[config.mk]
export PLATFORM = sky130hd
export DESIGN_NAME = mem_arbiter
export DESIGN_NICKNAME = d
export VERILOG_FILES = /design/src/rtl/mem_arbiter.sv
export SDC_FILE = /design/constraint.sdc
export NUM_CORES = 1
export LEC_CHECK = 0
export CORE_MARGIN = 2
export CORE_UTILIZATION = 34
export CTS_BUF_LIST = sky130_fd_sc_hd__clkbuf_2 sky130_fd_sc_hd__clkbuf_4 sky130_fd_sc_hd__clkbuf_8
export DETAILED_ROUTE_END_ITERATION = 12
export HOLD_SLACK_MARGIN = 0.1
export PLACE_DENSITY = 0.82
export SLEW_MARGIN = 5
export SYNTH_ARGS = -nofsm -noshare
export SYNTH_HDL_FRONTEND = slang
export SYNTH_SLANG_ARGS = --single-unit
[constraint.sdc]
create_clock -name clk -period 1.7 [get_ports clk]
set_input_delay 0.255 -clock clk [delete_from_list [all_inputs] [get_ports clk]]
set_output_delay 0.255 -clock clk [all_outputs]
set_load 0.02 [all_outputs]
[src/rtl/mem_arbiter.sv]
// Round-robin arbiter sharing one memory port between instruction-fetch and data requesters.
// Every grant runs a burst-aligned, fixed-length burst of BURST_LEN beats.
//
// state  | meaning
// IDLE   | no owner; requests sampled here only
// BUSY_I | instruction burst in progress
// BUSY_D | data burst in progress
// DONE   | one-cycle done pulse to owner; last_grant updated
module mem_arbiter #(
    parameter int ADDR_W    = 32,
    parameter int DATA_W    = 32,
    parameter int BURST_LEN = 4
) (
    input  logic              clk,
    input  logic              reset,
    input  logic              i_req,
    input  logic [ADDR_W-1:0] i_addr,
    output logic [DATA_W-1:0] i_rdata,
    output logic              i_rvalid,
    output logic              i_done,
    input  logic              d_req,
    input  logic              d_we,
    input  logic [ADDR_W-1:0] d_addr,
    input  logic [DATA_W-1:0] d_wdata,
    output logic              d_wready,
    output logic [DATA_W-1:0] d_rdata,
    output logic              d_rvalid,
    output logic              d_done,
    output logic              mem_req,
    output logic              mem_we,
    output logic [ADDR_W-1:0] mem_addr,
    output logic [DATA_W-1:0] mem_wdata,
    input  logic              mem_ack,
    input  logic [DATA_W-1:0] mem_rdata,
    output logic [1:0]        grant_out
);

    localparam int BYTES  = DATA_W / 8;
    localparam int OFF_W  = $clog2(BURST_LEN * BYTES);
    localparam int BEAT_W = (BURST_LEN > 1) ? $clog2(BURST_LEN) : 1;
    localparam logic [ADDR_W-1:0] ALIGN_MASK = ~((ADDR_W'(1) << OFF_W) - ADDR_W'(1));
    localparam logic [ADDR_W-1:0] BEAT_STEP  = ADDR_W'(BYTES);
    localparam logic [BEAT_W-1:0] LAST_BEAT  = BEAT_W'(BURST_LEN - 1);

    typedef enum logic [1:0] {IDLE, BUSY_I, BUSY_D, DONE} state_t;

    state_t              state_q, state_d;
    logic [BEAT_W-1:0]   beat_q, beat_d;
    logic [ADDR_W-1:0]   base_q, base_d;
    logic                we_q, we_d;
    logic                own_d_q, own_d_d;     // 1 = data port owns the burst
    logic                last_d_q, last_d_d;   // 1 = last completed grant was data
    logic [DATA_W-1:0]   i_rdata_q, d_rdata_q;
    logic                i_rvalid_q, d_rvalid_q;
    logic                busy, rd_ack, pick_d;

    assign busy   = (state_q == BUSY_I) || (state_q == BUSY_D);
    assign rd_ack = busy && mem_ack && !we_q;

    always_comb begin
        state_d  = state_q;
        beat_d   = beat_q;
        base_d   = base_q;
        we_d     = we_q;
        own_d_d  = own_d_q;
        last_d_d = last_d_q;
        pick_d   = 1'b0;
        case (state_q)
            IDLE: begin
                if (i_req || d_req) begin
                    // Under contention, hand the port to whoever did not have it last.
                    pick_d  = d_req && (!i_req || !last_d_q);
                    state_d = pick_d ? BUSY_D : BUSY_I;
                    own_d_d = pick_d;
                    base_d  = (pick_d ? d_addr : i_addr) & ALIGN_MASK;
                    we_d    = pick_d && d_we;
                    beat_d  = '0;
                end
            end
            BUSY_I, BUSY_D: begin
                if (mem_ack) begin
                    beat_d = beat_q + BEAT_W'(1);
                    if (beat_q == LAST_BEAT) begin
                        state_d = DONE;
                    end
                end
            end
            DONE: begin
                last_d_d = own_d_q;
                state_d  = IDLE;
            end
            default: state_d = IDLE;
        endcase
    end

    always_ff @(posedge clk) begin
        if (!reset) begin
            state_q    <= IDLE;
            beat_q     <= '0;
            base_q     <= '0;
            we_q       <= 1'b0;
            own_d_q    <= 1'b0;
            last_d_q   <= 1'b0;
            i_rdata_q  <= '0;
            d_rdata_q  <= '0;
            i_rvalid_q <= 1'b0;
            d_rvalid_q <= 1'b0;
        end else begin
            state_q    <= state_d;
            beat_q     <= beat_d;
            base_q     <= base_d;
            we_q       <= we_d;
            own_d_q    <= own_d_d;
            last_d_q   <= last_d_d;
            i_rvalid_q <= rd_ack && !own_d_q;
            d_rvalid_q <= rd_ack && own_d_q;
            if (rd_ack && !own_d_q) i_rdata_q <= mem_rdata;
            if (rd_ack && own_d_q)  d_rdata_q <= mem_rdata;
        end
    end

    assign mem_req   = busy;
    assign mem_we    = busy && we_q;
    assign mem_addr  = busy ? (base_q + ADDR_W'(beat_q) * BEAT_STEP) : '0;
    assign mem_wdata = (state_q == BUSY_D && we_q) ? d_wdata : '0;
    assign d_wready  = (state_q == BUSY_D) && we_q && mem_ack;
    assign i_rdata   = i_rdata_q;
    assign d_rdata   = d_rdata_q;
    assign i_rvalid  = i_rvalid_q;
    assign d_rvalid  = d_rvalid_q;
    assign i_done    = (state_q == DONE) && !own_d_q;
    assign d_done    = (state_q == DONE) && own_d_q;
    assign grant_out = (state_q == IDLE) ? 2'b00 : (own_d_q ? 2'b10 : 2'b01);

endmodule
==> flow_summary_export.csv <==
group,metric,value,unit
critical_path,worstSetupStartpointType,"flop",
synth,synth_compound_area_frac,0.199,
synth,synth_mux_area_frac,0.00471,
timing,max_slew_margin,0.595,
final_layout,diodes,0,
die,ios,271,
synth,synth_seq_cells,101,
grt,grt_pass1_vias,4747,
synth,syn-cell-area,4250,um2
status,status,"complete, but fails checks",
synth,syn_inst,534,
placement,portBuffers,260,
grt,track_usage,0.232,
clock_network,path_clk_slew,0.10,ns
final_layout,fin_area,8320,um2
synth,synth_edf_count,0,
critical_path,arrival,1.54,ns
die,core,12100,um2
critical_path,timing.critical_path.fanout_max,17,
timing,worst_slew_pin_slew,0.607,ns
timing,min_period,1.79,ns
timing,setup_ws,-0.0941,ns
detailed_routing,wl_per_cell,19.1,um
synth,synth-xor-area-share,0,
timing,slew_violations,0,
critical_path,crit_type,"reg -> out",
synth,async_flop_share,0,
synth,ys_warn_count,0,
timing,finalClockSkew,0.0166,ns
timing,setup_viol,95,
die,start_util,0.351,
synth,yosysSeqAreaShare,0.476,
hold_path,holdCritStartpoint,"reset",
grt,antenna_found_initial,0,
die,die_h,116,um
synth,yosysTopAreaCellShare,0.476,
synth,synth_fa_ha_area_frac,0.0147,
clock_network,tritoncts,"done",
detailed_routing,top_layer,"met4",
hold_path,hold_class,"in -> reg",
die,dieArea,13400,um2
detailed_routing,dr.pass1.iters,4,
synth,synth.distinct_cells,31,
placement,gp_congestion,0.880,
final_layout,fin_cells,974,
detailed_routing,via_count,5089,
timing,fmax,0.557,GHz
placement,dp_hpwl,11.1,mm
detailed_routing,drt_iter0_markers,365,
clock_network,cts-root-buf,"clkbuf_8",
detailed_routing,drc,0,
critical_path,reg2reg_from,"state_q[0]",
timing,finalCritPeriodShare,1.06,
die,dieWidth,116,um
grt,grt_overflow_total,0,
timing,hold_violations,0,
grt,grt_max_degree,66,
clock_network,cts-buffers-inserted,9,
synth,synthTopCellsByArea,"dfxtp_1 (48%), o21ai_0 (11%), nand3_1 (7.7%)",
clock_network,htreeDepth,3,
final_layout,syn2layout_area_growth,95.8,%
critical_path,cp-end-kind,"primary output",
detailed_routing,wl,18.6,mm
detailed_routing,vias_per_cell,5.22,
power_and_ir_drop,p_per_area,1200,nW/um2
synth,synth_largest_area_cell,"dfxtp_1",
critical_path,startpoint,"state_q[0]",
placement,post_dp_cell_area,7140,um2
critical_path,cp.required,1.44,ns
die,row_count,40,
clock_network,clk_latency,0.37,ns
power_and_ir_drop,leakage,3.32,nW
timing,tns,-4.98,ns
clock_network,cts_buffer_depth,2,
critical_path,r2r_setup_slack,-0.06,ns
final_layout,drive_gt1_frac,0.293,
power_and_ir_drop,max-vdd-ir-drop,0.591,mV
timing,rsz0062_at_grt,"yes",
timing,holdWs,0.339,ns
placement,placed_cells,936,
detailed_routing,wl_met2,9.64,mm
final_layout,fin_nets,940,
job,cap_violations,0,
synth,syn_area_per_cell,7.96,um2
synth,ys.flop_type,"dfxtp_1",
detailed_routing,ant_nets,0,
detailed_routing,met3_length,1.39,mm
status,violations,"negative setup slack",
grt,grt_pass1_wl,24.4,mm
clock_network,cts_sinks,101,
detailed_routing,wl_met1,7.11,mm
synth,synth_top_family_by_area,"simple AND/OR/NAND/NOR gates",
synth,synth-simple-area-share,0.249,
-- layer usage --
metal / track usage / vias up
li1: - / 2393
met1: 0.256 / 2412
met2: 0.428 / 251
met3: 0.0445 / 33
met4: 0.113 / 0
met5: 0 / -
-- path summary, 6_finish.rpt --
| path | endpoint | depth (start not counted) |
|---|---|---|
| max | mem_wdata[23] | 6 |
| min | d_rdata[27] | 3 |
| max reg2reg | state_q[0] | 8 |
| min reg2reg | i_rdata[1] | 2 |
-- synthesized netlist by cell type (4+ instances only) --
master / n
ha_1: 5
o21ai_0: 96
nand3_1: 65
buf_1: 5
inv_1: 4
dfxtp_1: 101
and3_1: 33
and2_1: 32
buf_2: 16
nand2_1: 61
a21oi_1: 59
nor2_1: 9
clkbuf_1: 27
-- timing repair --
| action | CTS | global route |
|---|---|---|
| resized for setup | 440 | 105 |
| hold buffers | 0 | 0 |
| cloned | 4 | 12 |
| setup endpoints to repair | 139 | 129 |
| endpoints found under the hold margin | 0 | 0 |
| setup buffers | 5 | 2 |
| pin swaps | 7 | 17 |
-- cell usage in the layout (no fill, tap or decap), types with 17 or more instances in the layout --
cell / Yosys / final
o21ai_0: 96 / 57
o21ai_1: 0 / 29
dfxtp_1: 101 / 99
a21oi_1: 59 / 58
nand3_1: 65 / 32
and3_4: 0 / 22
buf_6: 1 / 64
buf_4: 2 / 17
and2_4: 0 / 25
nand2_1: 61 / 61
clkdlybuf4s50_1: 0 / 189
nand3_2: 0 / 32
-- report_power, final --
group          switching, mW  internal [mW]  leakage, nW
Combinational           2.56           2.62         2.39
Clock                  0.897          0.701        0.103
Sequential             0.319           2.85        0.825
-- sequential cells by signal (all words and copies together) (netlist names) --
register	cells
d_rdata	32
i_rdata	32
base_q	28
beat_q	2
state_q	2
d_rvalid	1
i_rvalid	1
last_d_q	1
own_d_q	1
we_q	1
-- critical path, cell delays in order (launching register included) --
cell	delay (ns)
dfxtp_2	0.34
inv_2	0.05
buf_6	0.12
ha_4	0.18
buf_12	0.15
and3_1	0.18
buf_2	0.16
-- kinds of logic (layout without fill, tap and decap cells) --
group                      after synthesis  count (layout)
AOI/OAI and AO/OA                      163             163
adders and majority gates                5               5
buffers and inverters                   55             326
DFF                                    101             101
muxes                                    2               2
other                                    1               2
and+or+nand+nor                        207             207
-- area by class of cell --
class                      count  area [um2]
clock buffer                   9         124
clock inverter                 7        85.1
fill                         895        3790
inverter                       4        15.0
multi-input combinational    379        2470
sequential                   101        2020
tap                          168         210
timing repair buffer         306        3390
-- through the flow --
step | setup WS [ns] | util | total power, mW
5_1_grt | -0.143 | 0.687 | 10.4
2_1_floorplan | 0.0313 | - | 5.01
3_3_place_gp | -0.373 | 0.590 | 6.74
6_report | -0.0941 | 0.687 | 9.95
3_5_place_dp | -0.432 | 0.590 | 6.89
4_1_cts | -0.113 | 0.639 | 9.24
No activity file was read; power rests on OpenSTA's default activity.
